<file path="src/rtl/nabp_processing_swap_control.sv">
`default_nettype none
// ----------------------------------------------------------------------------
// nabp_processing_swap_control : iteration/swap arbiter for two swappable units
// Revision 1.0
// ----------------------------------------------------------------------------
module nabp_processing_swap_control #(
  parameter int N_ANGLES = 180,
  parameter int ANGLE_W  = 8,
  parameter int SH_W     = 16,
  parameter int MI_W     = 16,
  parameter int MB_W     = 16
) (
  input  logic               clk,
  input  logic               reset_n,
  input  logic               kick,
  output logic               done,
  output logic [ANGLE_W-1:0] lut_index,
  input  logic [SH_W-1:0]    lut_sh_accu_base,
  input  logic [MI_W-1:0]    lut_mp_accu_init,
  input  logic [MB_W-1:0]    lut_mp_accu_base,
  output logic [SH_W-1:0]    sw_sh_accu_base,
  output logic [MI_W-1:0]    sw_mp_accu_init,
  output logic [MB_W-1:0]    sw_mp_accu_base,
  input  logic               u0_sw_next_itr,
  input  logic               u1_sw_next_itr,
  input  logic               u0_sw_swap,
  input  logic               u1_sw_swap,
  output logic               u0_sw_next_itr_ack,
  output logic               u1_sw_next_itr_ack,
  output logic               u0_sw_swap_ack,
  output logic               u1_sw_swap_ack,
  output logic               sh_sel
);

  localparam logic [0:0] C_IDLE  = 1'b0;
  localparam logic [0:0] C_RUN   = 1'b1;
  localparam logic [1:0] U_READY = 2'd0;
  localparam logic [1:0] U_FILL  = 2'd1;
  localparam logic [1:0] U_SHIFT = 2'd2;
  localparam logic [ANGLE_W-1:0] C_LAST = ANGLE_W'(N_ANGLES);

  logic [0:0]         r_ctrl;
  logic [ANGLE_W-1:0] r_index;
  logic [1:0]         r_trk [2];
  logic               r_turn;
  logic               r_sh_sel;
  logic               r_done;

  logic [1:0] w_nx;
  logic [1:0] w_sw;
  logic [1:0] w_nq;
  logic [1:0] w_sq;
  logic [1:0] w_nack;
  logic [1:0] w_sack;
  logic       w_run;
  logic       w_more;
  logic       w_any_shift;
  logic       w_fin;

  assign w_nx        = {u1_sw_next_itr, u0_sw_next_itr};
  assign w_sw        = {u1_sw_swap, u0_sw_swap};
  assign w_run       = (r_ctrl == C_RUN);
  assign w_more      = (r_index < C_LAST);
  assign w_any_shift = (r_trk[0] == U_SHIFT) || (r_trk[1] == U_SHIFT);
  assign w_fin       = w_run && (r_index == C_LAST) &&
                       (r_trk[0] == U_READY) && (r_trk[1] == U_READY);

  always_comb begin
    w_nq = 2'b00;
    w_sq = 2'b00;
    for (int k = 0; k < 2; k++) begin
      w_nq[k] = w_run && (r_trk[k] == U_READY) && w_nx[k] && w_more;
      w_sq[k] = (r_trk[k] == U_FILL) && w_sw[k] && !w_any_shift;
    end
  end

  // Contention resolved by r_turn; only iteration grants advance it.
  assign w_nack[0] = w_nq[0] && (!w_nq[1] || !r_turn);
  assign w_nack[1] = w_nq[1] && (!w_nq[0] ||  r_turn);
  assign w_sack[0] = w_sq[0] && (!w_sq[1] || !r_turn);
  assign w_sack[1] = w_sq[1] && (!w_sq[0] ||  r_turn);

  assign u0_sw_next_itr_ack = w_nack[0];
  assign u1_sw_next_itr_ack = w_nack[1];
  assign u0_sw_swap_ack     = w_sack[0];
  assign u1_sw_swap_ack     = w_sack[1];

  // Accu buses are pure pass-through so the mapper init is valid in the ack cycle.
  assign lut_index       = r_index;
  assign sw_sh_accu_base = lut_sh_accu_base;
  assign sw_mp_accu_init = lut_mp_accu_init;
  assign sw_mp_accu_base = lut_mp_accu_base;
  assign sh_sel          = r_sh_sel;
  assign done            = r_done;

  always_ff @(posedge clk or negedge reset_n) begin
    if (!reset_n) begin
      r_ctrl   <= C_IDLE;
      r_index  <= '0;
      r_trk[0] <= U_READY;
      r_trk[1] <= U_READY;
      r_turn   <= 1'b0;
      r_sh_sel <= 1'b0;
      r_done   <= 1'b0;
    end else begin
      r_done <= w_fin;
      case (r_ctrl)
        C_IDLE: begin
          if (kick) begin
            r_ctrl  <= C_RUN;
            r_index <= '0;
            r_turn  <= 1'b0;
          end
        end
        default: begin
          if (w_fin) begin
            r_ctrl <= C_IDLE;
          end
        end
      endcase
      if (|w_nack) begin
        r_index <= r_index + ANGLE_W'(1);
        r_turn  <= w_nack[0];
      end
      if (w_sack[0]) begin
        r_sh_sel <= 1'b0;
      end else if (w_sack[1]) begin
        r_sh_sel <= 1'b1;
      end
      for (int k = 0; k < 2; k++) begin
        case (r_trk[k])
          U_READY: if (w_nack[k]) r_trk[k] <= U_FILL;
          U_FILL:  if (w_sack[k]) r_trk[k] <= U_SHIFT;
          U_SHIFT: if (w_nx[k])   r_trk[k] <= U_READY;
          default: r_trk[k] <= U_READY;
        endcase
      end
    end
  end

endmodule
`default_nettype wire
</file>
<file path="config.mk">
export PLATFORM = sky130hd
export DESIGN_NAME = nabp_processing_swap_control
export DESIGN_NICKNAME = d
export VERILOG_FILES = /design/src/rtl/nabp_processing_swap_control.sv
export SDC_FILE = /design/constraint.sdc
export NUM_CORES = 1
export LEC_CHECK = 0
export ABC_CLOCK_PERIOD_IN_PS = 2470
export CELL_PAD_IN_SITES_DETAIL_PLACEMENT = 0
export CELL_PAD_IN_SITES_GLOBAL_PLACEMENT = 2
export CORE_AREA = 5 5 69 71
export CTS_CLUSTER_SIZE = 28
export DETAILED_ROUTE_END_ITERATION = 10
export DIE_AREA = 0 0 74 76
export DONT_BUFFER_PORTS = 1
export PLACE_DENSITY_LB_ADDON = 0.08
export SLEW_MARGIN = 20
export SYNTH_ARGS = -nofsm -noshare
export SYNTH_HDL_FRONTEND = slang
export SYNTH_SLANG_ARGS = --single-unit
</file>
<file path="constraint.sdc">
create_clock -name clk -period 2.47 [get_ports clk]
set_clock_uncertainty 0.2 [all_clocks]
set_input_delay 0.494 -clock clk [delete_from_list [all_inputs] [get_ports clk]]
set_output_delay 0.494 -clock clk [all_outputs]
set_load 0.005 [all_outputs]
</file>
==> results.toml, run 1 <==
[outcome]
status = "finished, final reports clean"

[cts]
cts_made_buffers = 3
cts_tree = "yes"
holdBufCountCts = 1
ctsLongestPathBuffers = 2
path_clk_slew_ps = 70
cts.sinks = 16
clock_latency_ps = 250
htree_levels = 1
root_buffer = "clkbuf_8"
ctsResizeCount = 0
postCtsSetupBuffers = 0

[floorplan]
core_area_sq_mm = 0.00417
num_rows = 24
initial_core_util = 0.296
die_h_um = 76
die_w_um = 74
ios = 117
die-area_sq_mm = 0.00562

[synthesis]
syn-num-nets = 197
syn-cell-area_sq_mm = 0.00124
seq_area_frac_synth = 0.324
ys_types = 33
postSynthAreaPerCell_sq_um = 8.83
yosysWarnings = 0
ys_ff_latch = 16
syn_inst = 140

[grt]
grt_overflow = 0
grt_max_degree = 17
grt_pass1_vias = 847
grtUsageTotal = 0.116
grt_antenna_before_repair = 0
grt_pass1_wl_mm = 4.95

[power_and_ir_drop]
ir_worst_vdd_mv = 0.247
power_uw = 1260
powerDensity_mw_per_mm2 = 1250
p_leak_uw = 0.000434

[placed_design]
hpwl_mm = 2.49
placed_cells = 144
portBuffers = 0
finalWeightedCongestion = 0.712

[route]
detail_route.wl_per_cell_um = 21.0
num_vias = 786
antenna_left = 0
drtPass1Iterations = 4
first_iter_violations = 32
routed_wl_mm = 3.14
drc = 0
vias_per_cell = 5.28

[sta]
finalMaxSlewViolations = 0
hold_viol_final = 0
rsz0062_at_grt = "false"
fmax_ghz = 0.447
hold_ws_ps = 130
setup_viol = 0
fin_crit_sh = 0.907
slew-limit-headroom = 0.450
tightest_slew_ps = 822
setup_tns_ps = 0
min_period_ps = 2240

[cells_and_area]
fin_util = 0.241
syn2layout_area_growth_pct = -18.6
nets = 155
final_cells = 149
antenna_cells = 0
drive_gt1_frac = 0.0722

[critical_path]
cp-end-kind = "output pin"
cp_max_fo = 8
worstSetupStartpointType = "flip-flop"
worstPathRequired_ps = 1780
critPathKind = "flip-flop to output pin"
cp.arrival_ps = 1550

[flow_run]
maxCapViolations = 0

[min_path]
holdCritPathClass = "primary input to flip-flop"
logic make-up after synthesis:
logic type	count (synthesis)	share of synthesized area
DFF	16	0.324
and+or+nand+nor	36	0.171
buffers and inverters	60	0.328
adders and majority gates	2	0.0202
muxes	1	0.00911
AOI/OAI and AO/OA	25	0.148
stage by stage:
step           area (sq um)  worst slack [ps]
6_report               1010               231
5_1_grt                1010               124
4_1_cts                1010               206
3_5_place_dp            941               475
3_3_place_gp            941               500
2_1_floorplan          1240               700
routing by layer:
layer,wire length [um],vias up,global-route usage
met5,0,-,0
met2,1450,39,0.170
met3,371,25,0.0515
met1,1150,364,0.128
li1,-,358,-
met4,167,0,0.0870
final cells by class:
type                    instances  area [sq um]
clock buffers                   4          55.1
fillers                       445          3170
inverters                      12          45.0
multi-input cells              64           430
flip-flops and latches         16           400
well taps                      52          65.1
repair buffers                  1          10.0
placed cells by master, fill, tap and decap left out, types with 2 or more instances in the layout:
| master | Yosys | final |
|---|---|---|
| a21o_1 | 2 | 2 |
| a21oi_1 | 2 | 2 |
| clkbuf_8 | 0 | 4 |
| dfrtp_1 | 16 | 16 |
| ha_1 | 2 | 2 |
| inv_1 | 11 | 11 |
| nand2_1 | 8 | 8 |
| nand2b_1 | 4 | 4 |
| nand3_1 | 6 | 6 |
| nand4_1 | 2 | 2 |
| nor2_1 | 3 | 3 |
| o21a_1 | 2 | 2 |
| o21ai_0 | 3 | 3 |
| o21ai_1 | 2 | 2 |
| o21bai_1 | 3 | 3 |
| o221ai_1 | 6 | 6 |
| or4_1 | 4 | 4 |
final timing paths:
path,endpoint,cells past startpoint,slack [ps],from
worst min register to register,sh_sel$_DFFE_PN0P_,1,310,sh_sel$_DFFE_PN0P_
max in group asynchronous,lut_index[6]$_DFFE_PN0P_,1,980,reset_n
worst min-delay path,r_trk[1]$_DFFE_PN0P_,1,130,u1_sw_next_itr
min in group asynchronous,r_ctrl$_DFF_PN0_,1,580,reset_n
worst max register to register,lut_index[1]$_DFFE_PN0P_,4,490,lut_index[2]$_DFFE_PN0P_
worst max-delay path,u0_sw_next_itr_ack,4,230,lut_index[2]$_DFFE_PN0P_
Yosys cell counts (all sizes together):
| master | number | area (sq um) |
|---|---|---|
| buf | 48 | 360 |
| dfrtp | 16 | 400 |
| inv | 12 | 45.0 |
| nand2 | 8 | 30.0 |
| nand3 | 6 | 30.0 |
| o21ai | 6 | 33.8 |
| o221ai | 6 | 52.6 |
| nand2b | 4 | 25.0 |
| or4 | 4 | 30.0 |
| nor2 | 3 | 11.3 |
| o21bai | 3 | 22.5 |
| a21o | 2 | 15.0 |
| a21oi | 2 | 10.0 |
| ha | 2 | 25.0 |
| nand4 | 2 | 12.5 |
| o21a | 2 | 15.0 |
| a31o | 1 | 8.76 |
| a31oi | 1 | 6.26 |
| and3 | 1 | 6.26 |
| and4b | 1 | 10.0 |
| and4bb | 1 | 12.5 |
| mux2 | 1 | 11.3 |
| nand4b | 1 | 8.76 |
| nand4bb | 1 | 11.3 |
| nor2b | 1 | 6.26 |
| nor3 | 1 | 5.00 |
| nor4 | 1 | 6.26 |
| o211a | 1 | 10.0 |
| o32ai | 1 | 8.76 |
| or3 | 1 | 6.26 |
worst max-delay path, stage by stage, from the launching register on:
cell and delay [ps]:
dfrtp_1 470, o211a_1 270, o21ai_2 290, nand2_1 160
inv_1 100
sequential cells by signal (all words and copies together), names as in the netlist:
signal / count
done: 1
r_ctrl: 1
sh_sel: 1
r_trk: 4
r_turn: 1
lut_index: 8
power breakdown:
group | leakage (uW) | switching (uW) | internal [uW] | total, uW
Sequential | 0.000201 | 183 | 375 | 558
Clock | 0.0000288 | 96.8 | 142 | 238
Combinational | 0.000205 | 266 | 200 | 466
Total | 0.000434 | 546 | 716 | 1260
(Power assumes the default switching activity.)
==> run 2, diff against run 1 <==
==> constraint.sdc (replaced) <==
create_clock -name clk -period 2.47 [get_ports clk]
set_clock_uncertainty 0.2 [all_clocks]
set_input_delay 0.494 -clock clk [delete_from_list [all_inputs] [get_ports clk]]
set_output_delay 0.494 -clock clk [all_outputs]
set_load 0.02 [all_outputs]
==> results.toml, run 2 (synthesis results as in run 1) <==
[power_and_ir_drop]
powerDensity_mw_per_mm2 = 1350
ir_worst_vdd_mv = 0.281
p_leak_uw = 0.000450

[cells_and_area]
antenna_cells = 0
seq_area_sq_um = 400
fin_area_sq_mm = 0.00103
layout_commonest_cell = "dfrtp_1"
largest_reg_flops = 8
drive_gt1_frac = 0.100
syn2layout_area_growth_pct = -16.8
multiInputGateArea_sq_um = 430
most-common-layout-cells = "dfrtp_1, inv_1, nand2_1, nand3_1, o221ai_1"
fillCellCount = 442
nets = 158

[grt]
grtUsageTotal = 0.118
grt_max_degree = 17
grt_overflow = 0
grt_antenna_before_repair = 0
grt_pass1_wl_mm = 5.03
grt_pass1_vias = 829

[critical_path]
cp.arrival_ps = 1580
crit_chain = "o211a_1 -> o21ai_2 -> nand2_1 -> inv_1"
worstPathRequired_ps = 1780
cp_max_fo = 7
cpPeakStageDelay_ps = 500
critPathKind = "flip-flop to output pin"
slowest_stage = "dfrtp_1"
worstSetupStartpointType = "flip-flop"
cp-end-kind = "output pin"

[placed_design]
finalWeightedCongestion = 0.744
portBuffers = 0
place_ws_ps = 438
dpl_cell_area_sq_um = 963
hpwl_mm = 2.49

[floorplan]
die-area_sq_mm = 0.00562
die_w_um = 74
initial_core_util = 0.296
num_rows = 24
die_h_um = 76
core_area_sq_mm = 0.00417
ios = 117

[sta]
slew-limit-headroom = 0.450
fin_crit_sh = 0.922
tightest_slew_ps = 822
finalMaxSlewViolations = 0
rsz0062_at_grt = "false"
min_period_ps = 2280
hold_ws_ps = 128
hold_viol_final = 0
fmax_ghz = 0.439
setup_slack_ps = 193
setup_tns_ps = 0
setup_viol = 0

[cts]
clock_latency_ps = 250
root_buffer = "clkbuf_8"
path_clk_slew_ps = 70
cts_tree = "yes"
cts.sinks = 16
ctsResizeCount = 0
ctsLongestPathBuffers = 2
cts_made_buffers = 3
htree_levels = 1

[route]
num_vias = 790
drc = 0
wl_met3_um = 399
first_iter_violations = 29
routed_wl_mm = 3.21
wl_met2_mm = 1.43
drtPass1Iterations = 4
highest_layer = "met4"
vias_per_cell = 5.20
wl_met1_mm = 1.23
detail_route.wl_per_cell_um = 21.1
antenna_left = 0

[flow_run]
maxCapViolations = 0

[min_path]
holdCritPathClass = "primary input to flip-flop"

[outcome]
status = "finished, final reports clean"
[run 2: layout make-up]
| class | count | area share |
|---|---|---|
| multi-input cells | 64 | 0.418 |
| flip-flops and latches | 16 | 0.389 |
| well taps | 52 | 0.0633 |
| clock buffers | 4 | 0.0535 |
| inverters | 12 | 0.0438 |
| repair buffers | 4 | 0.0316 |
[run 2: through the flow]
step                      total power (uW)   util  instances
after floorplan                       1090      -        140
after global placement                1180  0.231        147
after detailed placement              1170  0.231        147
after CTS                             1420  0.246        152
after global routing                  1510  0.246        152
final                                 1390  0.246        152
[run 2: path summary, 6_finish.rpt]
path	start	end	slack (ps)	cells past startpoint
worst max register to register	lut_index[5]$_DFFE_PN0P_	lut_index[1]$_DFFE_PN0P_	490	4
worst min-delay path	u0_sw_next_itr	r_trk[3]$_DFFE_PN0P_	130	1
max in group asynchronous	reset_n	lut_index[1]$_DFFE_PN0P_	980	1
min in group asynchronous	reset_n	lut_index[4]$_DFFE_PN0P_	580	1
worst max-delay path	lut_index[5]$_DFFE_PN0P_	u0_sw_next_itr_ack	190	4
worst min register to register	r_trk[1]$_DFFE_PN0P_	r_trk[0]$_DFFE_PN0P_	370	1
[run 2: where the power goes]
group	switching, uW	leakage (uW)	internal, uW
clock	94.9	0.0000288	141
combinational	340	0.000221	224
sequential	217	0.000201	373
total	652	0.000450	739
[run 2: metal layers]
metal  vias to the layer above  GRT usage
met4                         0     0.0707
met3                        24     0.0567
met2                        48      0.167
met5                         -          0
met1                       356      0.141
li1                        362          -
[run 2: timing repair]
item                       in CTS  in global routing
setup endpoints to repair       0                  0
hold endpoints to repair       16                  0
hold buffers                    1                  0
buffers inserted                0                  0
[run 2: worst max-delay path, delay by kind of cell, from the launching register on]
family | cells | cell delay (ps)
flops | 1 | 500
compound gates | 2 | 500
buf+inv | 1 | 180
simple gates | 1 | 150
